<file path="config.mk">
export PLATFORM = sky130hd
export DESIGN_NAME = rev_cascade_sequencer
export DESIGN_NICKNAME = d
export VERILOG_FILES = /design/src/rtl/rev_seq_pkg.sv /design/src/rtl/rev_mct_gate.sv /design/src/rtl/rev_cascade_sequencer.sv
export SDC_FILE = /design/constraint.sdc
export NUM_CORES = 1
export LEC_CHECK = 0
export ABC_AREA = 1
export BUFFER_PORTS_ARGS = -buffer_cell sky130_fd_sc_hd__buf_2
export CORE_UTILIZATION = 45
export DETAILED_ROUTE_END_ITERATION = 10
export SLEW_MARGIN = 30
export SYNTH_ARGS = -nofsm -noshare
export SYNTH_HDL_FRONTEND = slang
export SYNTH_HIERARCHICAL = 1
export SYNTH_SLANG_ARGS = --single-unit
</file>
<file path="constraint.sdc">
create_clock -name clk -period 3.43 [get_ports clk]
set_input_delay 0.343 -clock clk [delete_from_list [all_inputs] [get_ports clk]]
set_output_delay 0.343 -clock clk [all_outputs]
set_load 0.01 [all_outputs]
</file>
<file path="src/rtl/rev_seq_pkg.sv">
// Shared types and gate-word helpers for the reversible cascade sequencer.
package rev_seq_pkg;

  typedef enum logic [1:0] {IDLE, RUN, DONE} state_t;

  // Widest gate word the helpers accept; callers zero-extend into it.
  localparam int unsigned GATE_WORD_MAX = 64;

  // Gate word layout is {ctrl_mask, target}; tw is the target field width.
  function automatic logic [GATE_WORD_MAX-1:0] gate_mask(input logic [GATE_WORD_MAX-1:0] word,
                                                         input int unsigned tw);
    return word >> tw;
  endfunction

  function automatic logic [GATE_WORD_MAX-1:0] gate_target(input logic [GATE_WORD_MAX-1:0] word,
                                                           input int unsigned tw);
    return word & ((GATE_WORD_MAX'(1) << tw) - GATE_WORD_MAX'(1));
  endfunction

endpackage

</file>
<file path="src/rtl/rev_mct_gate.sv">
// Combinational multiple-control Toffoli gate over WIDTH lines.
module rev_mct_gate #(
  parameter int unsigned WIDTH = 4,
  parameter int unsigned TW    = 2
) (
  input  logic [WIDTH-1:0] lines,
  input  logic [WIDTH-1:0] mask,
  input  logic [TW-1:0]    target,
  output logic [WIDTH-1:0] lines_out
);

  logic [WIDTH-1:0] tbit;
  logic [WIDTH-1:0] mask_eff;
  logic             fire;

  // An out-of-range target shifts to zero, which makes the gate a no-op.
  always_comb begin
    tbit      = WIDTH'(1) << target;
    mask_eff  = mask & ~tbit;
    fire      = &(lines | ~mask_eff);
    lines_out = fire ? (lines ^ tbit) : lines;
  end

endmodule

</file>
<file path="src/rtl/rev_cascade_sequencer.sv">
// Runs a stored MCT gate program forward or in reverse, one gate per clock.
module rev_cascade_sequencer
  import rev_seq_pkg::*;
#(
  parameter int unsigned WIDTH = 4,
  parameter int unsigned DEPTH = 16
) (
  input  logic                       clk,
  input  logic                       rst_n,
  input  logic                       prog_we,
  input  logic [$clog2(DEPTH)-1:0]   prog_addr,
  input  logic [WIDTH+$clog2(WIDTH)-1:0] prog_wdata,
  input  logic [$clog2(DEPTH):0]     prog_len,
  input  logic                       start,
  input  logic                       dir,
  input  logic [WIDTH-1:0]           din,
  output logic                       busy,
  output logic                       done,
  output logic [WIDTH-1:0]           dout,
  output logic [$clog2(DEPTH)-1:0]   step_idx
);

  localparam int unsigned TW = $clog2(WIDTH);
  localparam int unsigned GW = WIDTH + TW;
  localparam int unsigned AW = $clog2(DEPTH);
  localparam int unsigned LW = AW + 1;

  state_t          state;
  logic [AW-1:0]   idx;
  logic [LW-1:0]   len_q;
  logic            dir_q;

  logic [GW-1:0]   mem [DEPTH];
  logic [GW-1:0]   cur_word;
  logic [WIDTH-1:0] cur_mask;
  logic [TW-1:0]   cur_target;
  logic [WIDTH-1:0] gate_lines;
  logic [LW-1:0]   len_c;
  logic            last_c;

  // Program memory is deliberately outside reset; writes only land while idle.
  always_ff @(posedge clk) begin
    if (prog_we && state == IDLE) mem[prog_addr] <= prog_wdata;
  end

  always_comb begin
    cur_word   = mem[idx];
    cur_mask   = WIDTH'(gate_mask(GATE_WORD_MAX'(cur_word), TW));
    cur_target = TW'(gate_target(GATE_WORD_MAX'(cur_word), TW));
    len_c      = (prog_len > LW'(DEPTH)) ? LW'(DEPTH) : prog_len;
    last_c     = dir_q ? (idx == '0) : (LW'(idx) == len_q - LW'(1));
  end

  rev_mct_gate #(.WIDTH(WIDTH), .TW(TW)) u_gate (
    .lines     (dout),
    .mask      (cur_mask),
    .target    (cur_target),
    .lines_out (gate_lines)
  );

  always_ff @(posedge clk) begin
    if (!rst_n) begin
      state    <= IDLE;
      busy     <= 1'b0;
      done     <= 1'b0;
      dout     <= '0;
      step_idx <= '0;
      idx      <= '0;
      len_q    <= '0;
      dir_q    <= 1'b0;
    end else begin
      case (state)
        IDLE: begin
          done <= 1'b0;
          if (start) begin
            dout  <= din;
            len_q <= len_c;
            dir_q <= dir;
            busy  <= 1'b1;
            // Reverse starts at the last gate; an empty program never underflows.
            idx   <= (dir && len_c != '0) ? AW'(len_c - LW'(1)) : '0;
            if (len_c == '0) begin
              state <= DONE;
              done  <= 1'b1;
            end else begin
              state <= RUN;
            end
          end
        end
        RUN: begin
          dout     <= gate_lines;
          step_idx <= idx;
          if (last_c) begin
            state <= DONE;
            done  <= 1'b1;
          end else begin
            idx <= dir_q ? idx - AW'(1) : idx + AW'(1);
          end
        end
        DONE: begin
          done  <= 1'b0;
          busy  <= 1'b0;
          state <= IDLE;
        end
        default: begin
          state <= IDLE;
          busy  <= 1'b0;
          done  <= 1'b0;
        end
      endcase
    end
  end

endmodule

</file>
=== Word-level counts from Yosys, hierarchy flattened ===
Memories as Yosys holds them, arrays and structs flattened. A register that Yosys moved wholly into a read port is not among the register bits.
Cells that the tools add are included.

* Bits in registers: 22
* RAM bits: 96
* Input port bits: 24
* Output and inout bits: 10
* Word-level logic and storage cells: 64
* Memories: 1

{| class="wikitable"
|+ Memory list
! memory !! depth !! width !! read ports !! clocked after Yosys merged registers in !! write ports !! line !! source
|-
| mem || 16 || 6 || 1 || 1 || 1 || rev_cascade_sequencer.sv:33 || <nowiki>logic [GW-1:0] mem [DEPTH];</nowiki>
|}

* Add/subtract/negate cells: 4
* Order comparisons: 1
* Eq/ne operators: 6
* Shifts and indexed selects: 1
* Mux-type cells: 24
* Bitwise logic cells: 6
* Reductions and logical operators: 13

{| class="wikitable"
|+ Operators with widths
! kind !! count
|-
| $mux W4 || 8
|-
| $pmux W4 S2 || 2
|-
| $not A4 Y4 || 2
|-
| $sub A4 B1 Y4 const B || 2
|-
| $mux W1 || 7
|-
| $mux W2 || 3
|-
| $ne A2 B2 Y1 const B || 3
|-
| $reduce_and A2 Y1 || 3
|-
| $reduce_and A3 Y1 || 2
|-
| $eq A4 B5 Y1 || 1
|-
| $gt A5 B5 Y1 const B || 1
|-
| $logic_not A5 Y1 || 1
|-
| $mux W5 || 1
|-
| $reduce_bool A5 Y1 || 1
|-
| $sub A5 B1 Y5 const B || 1
|-
| $add A4 B1 Y4 const B || 1
|-
| $and A4 B4 Y4 || 1
|-
| $logic_not A4 Y1 || 1
|-
| $or A4 B4 Y4 || 1
|-
| $pmux W1 S2 || 2
|-
| $pmux W2 S2 || 1
|-
| $reduce_and A4 Y1 || 1
|-
| $shl A1 B2 Y4 const A || 1
|-
| $xor A4 B4 Y4 || 1
|-
| other kinds (6) || 7
|}

=== Longest topological paths before layout ===
Gate-level depths: netlist of run 1.

* Depth in word-level cells: 9
* Depth in mapped cells: 17

=== Hierarchy ===
The synthesis of run 1 kept the hierarchy.

{| class="wikitable"
|+ Modules (own cells, without submodules)
! module !! instances !! cells an instance !! area each (um2) !! seq. area each (um2)
|-
| rev_cascade_sequencer || 1 || 475 || 5,263.8 || 3,403.3
|-
| rev_mct_gate || 1 || 51 || 217.7 || 0.0
|}

=== Least setup slack after synthesis of run 1 ===
Ideal clock, no wire load.

* Path kind: reg2reg
* From: register with a tool-made name
* To: register dout[2]
* Arrival time: 1,857 ps
* Path slack: 1,499 ps
* Stages on the path, launching flop included: 14
* Buffers on the path: 2
* Period minus slack after synthesis: 1,931 ps
* Cells stage by stage: dfxtp_1 > buf_4 > buf_4 > mux2i_1 > o21ai_0 > o211ai_1 > nand2_1 > nor2_1 > nor2_2 > nor2_2 > nand3_1 > nand2_1 > nand2_1 > a31oi_1

{| class="wikitable"
|+ RTL lines
! item !! line !! source
|-
| end signal, assigned || rev_cascade_sequencer.sv:76 || <nowiki>dout <= din;</nowiki>
|-
| end signal, assigned || rev_cascade_sequencer.sv:91 || <nowiki>dout <= gate_lines;</nowiki>
|-
| end, declared || rev_cascade_sequencer.sv:19 || <nowiki>output logic [WIDTH-1:0] dout,</nowiki>
|}

==> results of run 1 <==
[power breakdown]
| group | switching, mW | internal, mW | total, mW |
|---|---|---|---|
| sequential | 0.0767 | 1.67 | 1.74 |
| combinational | 0.598 | 0.330 | 0.928 |
| clock | 0.633 | 0.906 | 1.54 |
| total | 1.31 | 2.90 | 4.21 |
[metrics by stage]
stage | instance area (um2) | setup WS [ps] | std cells | power [mW] | hold slack [ps]
floorplan | 5480 | 1500 | 526 | 2.46 | 442
global placement | 5770 | 966 | 687 | 2.68 | 445
detailed placement | 5770 | 836 | 687 | 2.70 | 468
CTS | 6280 | 835 | 719 | 4.23 | 157
global route | 6280 | 474 | 719 | 4.42 | 188
finish | 6280 | 826 | 719 | 4.21 | 171
[state kept, by name, summed over array words and instances, names as in the netlist, named ones only]
signal	flops
done	1
busy	1
dir_q	1
len_q	5
state	2
mem	96
step_idx	4
dout	4
idx	4
[final cells by class]
cell class | instances | area share
Clock buffer | 18 | 0.0683
Clock inverter | 14 | 0.0133
Multi-Input combinational cell | 318 | 0.275
Inverter | 67 | 0.0400
Timing Repair Buffer | 37 | 0.0331
Tap cell | 143 | 0.0285
Sequential cell | 122 | 0.542
[how the worst min path moves through the flow]
stage | end | slack, ps | depth (start not counted)
final | len_q[3]$_SDFFE_PN0P_ | 170 | 2
after global routing | len_q[3]$_SDFFE_PN0P_ | 190 | 2
after CTS | len_q[3]$_SDFFE_PN0P_ | 160 | 2
after detailed placement | busy$_SDFFE_PN0P_ | 470 | 2
after global placement | busy$_SDFFE_PN0P_ | 440 | 2
after floorplan | mem[0][0]$_DFFE_PP_ | 440 | 0
[worst max-delay path, cell delays in order (launching register included)]
cell and delay, ps:
dfxtp_2 650, buf_12 310, mux2i_1 220, o21ai_0 110, o211ai_1 210, nand2_1 150
nor2_1 220, nor2_2 80, nor2_2 170, nand3_1 90, nand2_1 70, nand2_1 50
a31oi_1 170
[layer usage]
metal | vias up | GRT usage | share of wire
met2 | 110 | 0.338 | 0.47
met3 | 16 | 0.0599 | 0.057
li1 | 1894 | - | -
met5 | - | 0 | 0
met4 | 0 | 0.0729 | 0.017
met1 | 1837 | 0.258 | 0.45
[kinds of logic (layout without fill, tap and decap cells)]
group,after synthesis,in the layout,share of synthesized area
XOR/XNOR,4,4,0.00639
multiplexers,24,24,0.0438
buffers and inverters,86,136,0.0641
flip-flops,122,122,0.621
AND/OR/NAND/NOR,175,175,0.134
AO/OA/AOI/OAI,110,110,0.118
adder cells (fa/ha/maj),5,5,0.0128
[cell usage in the layout (no fill, tap or decap), types with 17 or more instances in the layout]
cell,instances
mux2i_1,24
nand3_1,31
clkbuf_16,17
nand2_1,86
inv_1,64
buf_2,33
o211ai_1,24
a21oi_1,37
o21ai_0,41
edfxtp_1,96
dfxtp_1,25
nor2_1,48
==> results.sh, run 1 <==
export IMPL_synth_async_reset_ratio=0
export IMPL_r2r_end="dout[1]$_SDFFE_PN0P_"
export IMPL_layout_nets=592
export IMPL_worst_slew_margin_rel=0.498
export IMPL_area_growth_pct=14.6
export IMPL_post_route_drc_count=0
export IMPL_clock_sinks=122
export IMPL_yosysTopAreaCellShare=0.526
export IMPL_drt_total_wl_um=11900
export IMPL_vdd_ir_drop_worst_v=0.000405
export IMPL_yosysTopAreaCell="edfxtp_1"
export IMPL_cap_violations=0
export IMPL_cts_made_buffers=17
export IMPL_std_cell_rows=39
export IMPL_multi_input_area_um2=1730
export IMPL_worst_pin_slew_ps=751
export IMPL_fin_setup_tns_ps=0
export IMPL_cellLeakagePower_nw=2.47
export IMPL_cts_max_level=4
export IMPL_cp_start_kind="flip-flop"
export IMPL_clkSlewWorstSetupHoldPaths_ps=50
export IMPL_status="completed"
export IMPL_overflow=0
export IMPL_dp_hpwl_um=7990
export IMPL_synth_area_leaders="edfxtp_1 (53%), dfxtp_1 (9.5%), nand2_1 (5.9%), mux2i_1 (4.4%), inv_1 (4.4%)"
export IMPL_drive_above_1_share=0.130
export IMPL_portBuffers=33
export IMPL_syn_inst=526
export IMPL_antenna_found_initial=0
export IMPL_dr_first_iter_drc_count=294
export IMPL_required_ps=3770
export IMPL_die_area_um2=12600
export IMPL_synthTopCellsByCount="edfxtp_1 (96), nand2_1 (86), inv_1 (64), nor2_1 (48), o21ai_0 (41)"
export IMPL_reg2regPathDepth=12
export IMPL_clock_skew_final_ps=4.82
export IMPL_synth_edff_count=96
export IMPL_die_w_um=112
export IMPL_worst_setup_path_end_kind="flip-flop"
export IMPL_crit_arrival_ps=2940
export IMPL_clkLatencyLatePin_ps=410
export IMPL_worstHoldStart="prog_len[4]"
export IMPL_dr_pass1_iters=5
export IMPL_grt_start_max_net_pins=49
export IMPL_clockBufferDepth=2
export IMPL_slew_viol_final=0
export IMPL_finalSetupViolCount=0
export IMPL_place_gp_congestion=0.853
export IMPL_period_share=0.759
export IMPL_via_per_inst=5.36
export IMPL_first_global_vias=3724
export IMPL_hold_violations=0
export IMPL_fill_cells=1025
export IMPL_cts_tree="yes"
export IMPL_ys_types=29
export IMPL_start_util=0.470
export IMPL_holdBufCountCts=0
export IMPL_yosysMostFrequentCell="edfxtp_1"
export IMPL_ys_ff_latch=122
export IMPL_cts_resized=0
export IMPL_core_area_um2=11700
export IMPL_fin_crit_ps=2600
export IMPL_max_freq_mhz=384
export IMPL_antenna_cells=0
export IMPL_synth_flop_cell="edfxtp_1"
export IMPL_power_density_nw_per_um2=670
export IMPL_regArea_um2=3400
export IMPL_syn_num_nets=555
export IMPL_grt_pass1_wl_um=19300
export IMPL_fin_util=0.539
export IMPL_ys_warn_count=6
export IMPL_track_usage=0.205
export IMPL_crit_end="dout[1]$_SDFFE_PN0P_"
export IMPL_crit_fanout=48
export IMPL_wl_per_cell_um=16.6
export IMPL_die_h_um=112
export IMPL_worstSetupPathType="flip-flop to flip-flop"
export IMPL_cts_setup_buffers=0
export IMPL_rsz0062_at_grt="no"
export IMPL_seq_area_frac_synth=0.621
export IMPL_antenna_left=0
export IMPL_avgSynthCellArea_um2=10.4
export IMPL_syn_area_um2=5480
export IMPL_dr_total_vias=3857
export IMPL_ios=34
export IMPL_hold_class="primary input to flip-flop"
export IMPL_r2r_slack_ps=830
export IMPL_cts_root_buf="clkbuf_16"
Power figures use the tool's default switching activity.
==> run 2, diff against run 1 <==
==> constraint.sdc (replaced) <==
create_clock -name clk -period 2.72 [get_ports clk]
set_input_delay 0.272 -clock clk [delete_from_list [all_inputs] [get_ports clk]]
set_output_delay 0.272 -clock clk [all_outputs]
set_load 0.01 [all_outputs]
==> results.sh, run 2 (synthesized netlist as in run 1, its figures left out) <==
export IMPL_crit_top_cell="nand2_1"
export IMPL_antenna_left=0
export IMPL_fin_setup_tns_ps=0
export IMPL_internal_power_mw=4.06
export IMPL_core_area_um2=11700
export IMPL_holdBufCountCts=0
export IMPL_top_regs="mem x96, len_q x5"
export IMPL_portBuffers=33
export IMPL_r2r_end="dout[2]$_SDFFE_PN0P_"
export IMPL_std_cell_rows=39
export IMPL_die_area_um2=12600
export IMPL_reg2regPathDepth=13
export IMPL_drt_total_wl_um=11800
export IMPL_final_common_cell="edfxtp_1"
export IMPL_clkLatencyLatePin_ps=420
export IMPL_die_w_um=112
export IMPL_grt_start_max_net_pins=41
export IMPL_fin_ws_ps=419
export IMPL_dp_hpwl_um=7790
export IMPL_switchingPower_mw=1.69
export IMPL_required_ps=3060
export IMPL_hold_ws_ps=115
export IMPL_place_gp_congestion=0.829
export IMPL_status="completed"
export IMPL_dr_first_iter_drc_count=291
export IMPL_worst_setup_path_end_kind="flip-flop"
export IMPL_die_h_um=112
export IMPL_max_freq_mhz=435
export IMPL_track_usage=0.204
export IMPL_via_per_inst=5.35
export IMPL_cts_setup_buffers=0
export IMPL_ios=34
export IMPL_cts_resized=0
export IMPL_cts_max_level=4
export IMPL_dr_pass1_iters=4
export IMPL_fin_crit_ps=2300
export IMPL_area_growth_pct=17.1
export IMPL_cts_made_buffers=17
export IMPL_final_cell_mix="edfxtp_1 (96), nand2_1 (86), inv_1 (64), nor2_1 (48), o21ai_0 (41)"
export IMPL_p_clk_frac=0.409
export IMPL_drive_above_1_share=0.138
export IMPL_clock_skew_final_ps=9.30
export IMPL_clkSlewWorstSetupHoldPaths_ps=50
export IMPL_cellLeakagePower_nw=2.53
export IMPL_place_ws_ps=466
export IMPL_worstSetupPathType="flip-flop to flip-flop"
export IMPL_pwr_share_comb=0.211
export IMPL_period_share=0.846
export IMPL_vdd_ir_drop_worst_v=0.000537
export IMPL_finalSetupViolCount=0
export IMPL_largest_register_ffs=96
export IMPL_r2r_slack_ps=420
export IMPL_worst_slew_margin_rel=0.531
export IMPL_overflow=0
export IMPL_clockBufferDepth=2
export IMPL_crit_fanout=20
export IMPL_hold_class="primary input to flip-flop"
export IMPL_crit_slowest_cell="dfxtp_1"
export IMPL_p_seq_frac=0.379
export IMPL_hold_violations=0
export IMPL_slowest_delay_ps=430
export IMPL_cts_tree="yes"
export IMPL_cp_start_kind="flip-flop"
export IMPL_antenna_cells=0
export IMPL_antenna_found_initial=0
export IMPL_crit_end="dout[2]$_SDFFE_PN0P_"
export IMPL_layout_nets=594
export IMPL_cts_root_buf="clkbuf_16"
export IMPL_p_sw_frac=0.293
export IMPL_crit_arrival_ps=2650
export IMPL_first_global_vias=3685
export IMPL_grt_pass1_wl_um=19000
export IMPL_top_register="mem"
export IMPL_slew_viol_final=0
export IMPL_post_route_drc_count=0
export IMPL_worstPathCellList="buf_4 > a21oi_1 > o21ai_0 > o21ai_0 > o211ai_1 > nand2_1 > nor2_1 > nor2_2 > nor2_2 > nand3_1 > nand2_1 > nand2_1 > a31oi_1"
export IMPL_start_util=0.470
export IMPL_cap_violations=0
export IMPL_power_density_nw_per_um2=896
export IMPL_dr_total_vias=3860
export IMPL_rsz0062_at_grt="no"
export IMPL_clock_sinks=122
export IMPL_wl_per_cell_um=16.3
export IMPL_worst_pin_slew_ps=701
## run 2: worst min path at each step
stage | depth (start not counted) | from | end | slack (ps)
after detailed placement | 2 | busy$_SDFFE_PN0P_ | busy$_SDFFE_PN0P_ | 440
final | 2 | prog_len[4] | len_q[3]$_SDFFE_PN0P_ | 120
after CTS | 2 | prog_len[4] | len_q[3]$_SDFFE_PN0P_ | 90
after floorplan | 0 | prog_wdata[0] | mem[0][0]$_DFFE_PP_ | 370
after global placement | 2 | busy$_SDFFE_PN0P_ | busy$_SDFFE_PN0P_ | 440
after global routing | 2 | prog_len[4] | len_q[3]$_SDFFE_PN0P_ | 100
## run 2: final cells by class
| type | count | area (um2) |
|---|---|---|
| fill | 1023 | 5240 |
| sequential | 122 | 3400 |
| multi-input combinational | 318 | 1730 |
| clock buffer | 17 | 425 |
| inverter | 67 | 251 |
| timing repair buffer | 39 | 235 |
| clock inverter | 15 | 198 |
| tap | 143 | 179 |
## run 2: power by group through the flow
stage	sequential [mW]	clock, mW	combinational, mW
final	2.18	2.35	1.21
after detailed placement	2.22	0	1.21
after global placement	2.22	0	1.19
after CTS	2.18	2.39	1.22
after floorplan	2.20	0	0.904
after global routing	2.19	2.47	1.38
## run 2: worst max-delay path, delay by kind of cell (launching register included)
family                 cells  cell delay (ps)
buffers and inverters      1              310
DFF                        1              430
and+or+nand+nor            7              790
AOI/OAI and AO/OA          5              690
## run 2: stage by stage
step                      total power, mW  area (um2)  cells  utilization
after floorplan                      3.10        5480    526            -
after global placement               3.41        5800    689        0.497
after detailed placement             3.43        5800    689        0.497
after CTS                            5.79        6420    721        0.550
after global routing                 6.04        6420    721        0.550
final                                5.75        6420    721        0.550
## run 2: per-layer routing
metal  wire [um]  vias to the layer above  share of wire  global-route usage
met5           0                        -              0                   0
met2        5790                      139           0.49               0.339
met4         161                        0          0.014              0.0791
li1            -                     1910              -                   -
met1        5080                     1796           0.43               0.255
met3         735                       15          0.063              0.0567
